**src/rtl/jtframe_dwnld_mux.sv**
```systemverilog
// Routes HPS downloads by index to a ROM byte FIFO, core_mod/dipsw registers or an NVRAM window.
// Latency: ROM bytes appear at the FIFO head 1 cycle after hps_wr; config/NVRAM registers update 1 cycle after hps_wr.
// Backpressure: hps_wait is registered and rises when the FIFO holds DEPTH-1 bytes. Optional macro: JTFRAME_DWNLD_CHKSUM_EN.
module jtframe_dwnld_mux #(
    parameter int              AW          = 27,
    parameter int              DEPTH       = 4,
    parameter int              DIPW        = 32,
    parameter logic [DIPW-1:0] DIP_DEFAULT = '0,
    parameter logic [7:0]      ROM_IDX     = 8'd0,
    parameter logic [7:0]      MOD_IDX     = 8'd1,
    parameter logic [7:0]      DIP_IDX     = 8'd254,
    parameter logic [7:0]      NVRAM_IDX   = 8'd255
) (
    input  logic            clk,
    input  logic            rst,
    input  logic            hps_download,
    input  logic [7:0]      hps_index,
    input  logic            hps_wr,
    input  logic [AW-1:0]   hps_addr,
    input  logic [7:0]      hps_dout,
    output logic            hps_wait,
    output logic            ioctl_rom_wr,
    input  logic            rom_ack,
    output logic [AW-1:0]   ioctl_addr,
    output logic [7:0]      ioctl_dout,
    output logic            ioctl_ram,
    output logic            downloading,
    output logic [6:0]      core_mod,
    output logic [DIPW-1:0] dipsw,
    output logic            overflow
`ifdef JTFRAME_DWNLD_CHKSUM_EN
    ,
    output logic [15:0]     chksum,
    output logic            chksum_vld
`endif
);
    localparam int PW   = $clog2(DEPTH);
    localparam int DIPB = DIPW / 8;

    typedef enum logic [2:0] {ST_IDLE, ST_ROM, ST_CFG, ST_NVRAM, ST_DRAIN} state_t;

    typedef struct packed {
        logic [AW-1:0] addr;
        logic [7:0]    dat;
    } entry_t;

    entry_t        mem [DEPTH];
    entry_t        head;
    logic [PW:0]   wr_ptr, rd_ptr, cnt, cnt_nxt;
    logic          fifo_empty, fifo_full, push_req, push, pop;
    logic [AW-1:0] nv_addr;
    logic [7:0]    nv_dat;
    logic [7:0]    idx;
    logic          armed, start;
    state_t        state;

    assign cnt        = wr_ptr - rd_ptr;
    assign fifo_empty = (cnt == '0);
    assign fifo_full  = (cnt == (PW+1)'(DEPTH));
    assign pop        = rom_ack && !fifo_empty;
    assign push_req   = (state == ST_ROM) && hps_wr;
    // a full FIFO can still take a byte when the head leaves in the same cycle
    assign push       = push_req && (!fifo_full || pop);
    assign cnt_nxt    = cnt + (PW+1)'(push) - (PW+1)'(pop);
    assign head       = mem[rd_ptr[PW-1:0]];

    assign ioctl_rom_wr = !fifo_empty;
    assign ioctl_addr   = fifo_empty ? nv_addr : head.addr;
    assign ioctl_dout   = fifo_empty ? nv_dat  : head.dat;

    // armed needs hps_download low first, so a level left high across reset or DRAIN is not a fresh start
    assign start = (state == ST_IDLE) && hps_download && armed;

    always_ff @(posedge clk) begin
        if (push) mem[wr_ptr[PW-1:0]] <= '{addr: hps_addr, dat: hps_dout};
    end

    always_ff @(posedge clk) begin
        if (rst) begin
            wr_ptr   <= '0;
            rd_ptr   <= '0;
            hps_wait <= 1'b0;
            overflow <= 1'b0;
        end else begin
            if (push) wr_ptr <= wr_ptr + 1'b1;
            if (pop)  rd_ptr <= rd_ptr + 1'b1;
            if (push_req && fifo_full && !pop) overflow <= 1'b1;
            hps_wait <= (cnt_nxt >= (PW+1)'(DEPTH-1));
        end
    end

    always_ff @(posedge clk) begin
        if (rst) begin
            state       <= ST_IDLE;
            idx         <= '0;
            armed       <= 1'b0;
            downloading <= 1'b0;
            ioctl_ram   <= 1'b0;
            core_mod    <= '0;
            dipsw       <= DIP_DEFAULT;
            nv_addr     <= '0;
            nv_dat      <= '0;
        end else begin
            if (!hps_download) armed <= 1'b1;
            case (state)
                ST_IDLE: if (start) begin
                    armed <= 1'b0;
                    idx   <= hps_index;
                    if (hps_index == ROM_IDX) begin
                        state       <= ST_ROM;
                        downloading <= 1'b1;
                    end else if (hps_index == NVRAM_IDX) begin
                        state     <= ST_NVRAM;
                        ioctl_ram <= 1'b1;
                    end else begin
                        state <= ST_CFG;
                    end
                end
                ST_ROM: if (!hps_download) state <= ST_DRAIN;
                ST_DRAIN: if (fifo_empty) begin
                    state       <= ST_IDLE;
                    downloading <= 1'b0;
                end
                ST_CFG: begin
                    if (hps_wr && idx == MOD_IDX && hps_addr == '0) core_mod <= hps_dout[6:0];
                    if (hps_wr && idx == DIP_IDX) begin
                        for (int i = 0; i < DIPB; i++) begin
                            if (hps_addr == AW'(i)) dipsw[8*i +: 8] <= hps_dout;
                        end
                    end
                    if (!hps_download) state <= ST_IDLE;
                end
                ST_NVRAM: begin
                    if (hps_wr) begin
                        nv_addr <= hps_addr;
                        nv_dat  <= hps_dout;
                    end
                    if (!hps_download) begin
                        state     <= ST_IDLE;
                        ioctl_ram <= 1'b0;
                    end
                end
                default: state <= ST_IDLE;
            endcase
        end
    end

`ifdef JTFRAME_DWNLD_CHKSUM_EN
    always_ff @(posedge clk) begin
        if (rst) begin
            chksum     <= '0;
            chksum_vld <= 1'b0;
        end else if (start && hps_index == ROM_IDX) begin
            chksum     <= '0;
            chksum_vld <= 1'b0;
        end else begin
            if (pop) chksum <= chksum + {8'd0, head.dat};
            if (state == ST_DRAIN && fifo_empty) chksum_vld <= 1'b1;
        end
    end
`endif

endmodule

```
**config.mk**
```make
export PLATFORM = sky130hd
export DESIGN_NAME = jtframe_dwnld_mux
export DESIGN_NICKNAME = d
export VERILOG_FILES = /design/src/rtl/jtframe_dwnld_mux.sv
export SDC_FILE = /design/constraint.sdc
export NUM_CORES = 1
export LEC_CHECK = 0
export BUFFER_PORTS_ARGS = -buffer_cell sky130_fd_sc_hd__buf_2
export CORE_ASPECT_RATIO = 1.75
export CORE_MARGIN = 4
export CORE_UTILIZATION = 30
export DETAILED_ROUTE_END_ITERATION = 16
export GPL_TIMING_DRIVEN = 1
export MAX_ROUTING_LAYER = met4
export PLACE_DENSITY = 0.58
export RECOVER_POWER = 100
export SYNTH_ARGS = -nofsm -noshare
export SYNTH_HDL_FRONTEND = slang
export SYNTH_SLANG_ARGS = --single-unit
```
**constraint.sdc**
```tcl
create_clock -name clk -period 4.4 [get_ports clk]
set_input_delay 0.66 -clock clk [delete_from_list [all_inputs] [get_ports clk]]
set_output_delay 0.66 -clock clk [all_outputs]
set_load 0.05 [all_outputs]
```
==> metrics <==
crit path time final 4.19 ns; met2 routed wirelength 12700 um; CTS tree built; CP required 3.74 ns; Final period util 95.3%; total track usage 13.8%; DPL Wire Length 15700 um; mean post-synth cell area 14.2 um^2; highest clock rate 238 MHz; grt ovf 0; failing checks max-capacitance violations, max-slew violations; Ys Warns 0; Hold Path Class in2reg; initial DRC count 256; wire length on met3 791 um; # diodes 0; fin nets 861; Yosys reg bits 238; total setup buffers inserted after CTS 0; setup tns final 0 ns; Area after DPL 10700 um^2; initial antenna violation count 0; Vias 5781; max-cap viol count 2; synth unique cells 49; Pre-antenna DRT Iters 4; number of synthesized flops with an enable pin 140; drt drc 0; PwrDens 515 nW/um^2; maximum vdd ir drop 0.332 mV; Rows 86; via density per instance 4.76; Clock Latency Late Sink 0.51 ns; largest net degree at the start of global routing 40; Seq/Total Area, Yosys 64.3%; Setup Skew 0.00919 ns; Hold Fails Final Rpt 0; Post-Syn Nets 734; Post-CTS Hold Fix Bufs 0; Die Wd 143 um; crit path kind reg2out; P_sw 1.90 mW; critical path endpoint category primary output; Antenna Nets Post-Route 0; worst relative slew slack -18.7%; core area 31500 um^2; Comb pwr share 26.4%; fin area 11200 um^2; Pleak 3.84 nW; Synth Flop Type edfxtp_1; Mapped Cells 676; Critical Path Fanout Max 24; Clk pwr share 31.4%; footprint of the multi-input gates 3190 um^2; Root Driver clkbuf_16; clock-pin slew on the worst setup and hold paths 0.06 ns; CTS max path bufs 3; port bufs 126; first-pass GRT wire length 36400 um; switching portion of total power 33.1%; vias in the first global route 6217; area grow syn2layout 16.4%; Slew Viols, Final 57; Ports 127; DRT met1 WL 9360 um; sequential fraction of design power 42.2%; CP Launch Type flop; die area 35000 um^2; Mapped Area 9590 um^2; worst slew pin tran 1.78 ns; Num CTS Buffers 23; die height 245 um; Routed WL 23400 um; RSZ-0062 raised after global routing false; FILL cells 3098; commonest non-fill, non-tap cell in the layout edfxtp_1; setup violators final 0; CTS Sinks 238; P_int 3.85 mW; Routed WL per cell 19.3 um; Async SR Flop Fraction 0%; layout cell share with drive strength beyond 1 18.1%; post-CTS resize count 0; worst endpoint data arrival time 3.53 ns; routability cong. 0.773; Seq. cell area 6170 um^2; Initial Utilization 30.4%; most frequent cells in the layout edfxtp_1 (140), clkbuf_1 (100), dfxtp_1 (96), nand2_1 (84), a21oi_1 (51); Highest Signal Layer met4; outcome complete, but fails checks; htree depth 1
[path summary, 6_finish.rpt]
| path | startpoint | endpoint | slack (ns) | cells after the start |
|---|---|---|---|---|
| max | wr_ptr[0] | ioctl_dout[0] | 0.21 | 8 |
| min | hps_download | armed | 0.40 | 2 |
| max reg2reg | wr_ptr[0] | mem[2][15] | 0.32 | 8 |
| min reg2reg | nv_dat[7] | nv_dat[7] | 0.45 | 2 |
[layout make-up]
type                       count  share of cell area (%)
sequential                   238                    55.3
multi-input combinational    393                    28.6
clock buffer                  31                    5.52
timing repair buffer         138                    5.38
tap                          396                    4.44
clock inverter                10                   0.493
inverter                       9                   0.303
[metal layers]
metal	global-route usage [%]	vias up
li1	-	2746
met1	15.5	2884
met2	25.0	115
met3	2.07	36
met4	4.28	0
met5	-	-
[flip-flops by register name (all words and copies together), names as in the netlist, 3 cells and up, named ones only]
register / cells
state: 3
idx: 8
mem: 140
dipsw: 32
rd_ptr: 3
nv_dat: 8
core_mod: 7
nv_addr: 27
wr_ptr: 3
[worst max-delay path, cell delays in order (launching register included)]
cell	delay, ns
dfxtp_1	0.37
inv_1	0.12
ha_1	0.23
fa_1	0.41
xnor3_1	0.27
nand3_2	0.62
buf_4	0.49
mux2_2	0.30
buf_2	0.21
[through the flow]
step	worst slack (ns)	instances	power, mW	hold slack [ns]	util (%)
global route	0.0231	1215	6.00	0.381	35.4
floorplan	0.879	676	3.66	0.434	-
CTS	0.126	1215	5.88	0.371	36.1
detailed placement	0.709	1174	4.05	0.444	33.9
global placement	0.758	1174	4.05	0.442	33.9
finish	0.207	1215	5.75	0.399	35.4
[Yosys cell counts, drive strengths merged (2+ instances only)]
library cell / n / share of area [%]
a21oi: 51 / 2.7
and2: 4 / 0.26
and3: 3 / 0.20
and4: 2 / 0.18
buf: 7 / 0.37
clkbuf: 29 / 1.1
dfxtp: 98 / 20
edfxtp: 140 / 44
fa: 2 / 0.42
ha: 8 / 1.0
inv: 9 / 0.35
mux2: 35 / 4.1
mux2i: 40 / 4.2
mux4: 35 / 8.2
nand2: 84 / 3.3
nand2b: 47 / 3.1
nand3: 4 / 0.21
nand4: 7 / 0.99
nor2: 18 / 0.73
nor2b: 5 / 0.33
nor3: 4 / 0.21
nor4: 5 / 0.48
o211ai: 2 / 0.16
o21ai: 10 / 0.52
or3: 3 / 0.20
or4: 4 / 0.35
xnor2: 2 / 0.18
xor2: 3 / 0.27
[kinds of logic (layout without fill, tap and decap cells)]
kind of cell	count (synthesis)	in the layout	share of synthesized area [%]
AOI/OAI and AO/OA	69	69	3.82
xor gates and xnor gates	7	7	0.939
adders and majority gates	10	10	1.46
buffers and inverters	45	188	1.85
DFF	238	238	64.3
muxes	110	110	16.5
and+or+nand+nor	197	197	11.1
[power by group through the flow]
stage / Clock [mW] / Combinational [mW] / Sequential, mW
2_1_floorplan: 0 / 1.22 / 2.44
3_5_place_dp: 0 / 1.57 / 2.48
5_1_grt: 1.96 / 1.61 / 2.44
6_report: 1.81 / 1.52 / 2.43
4_1_cts: 1.87 / 1.57 / 2.43
3_3_place_gp: 0 / 1.57 / 2.48
Note: power is estimated with default switching activity, not from simulation.
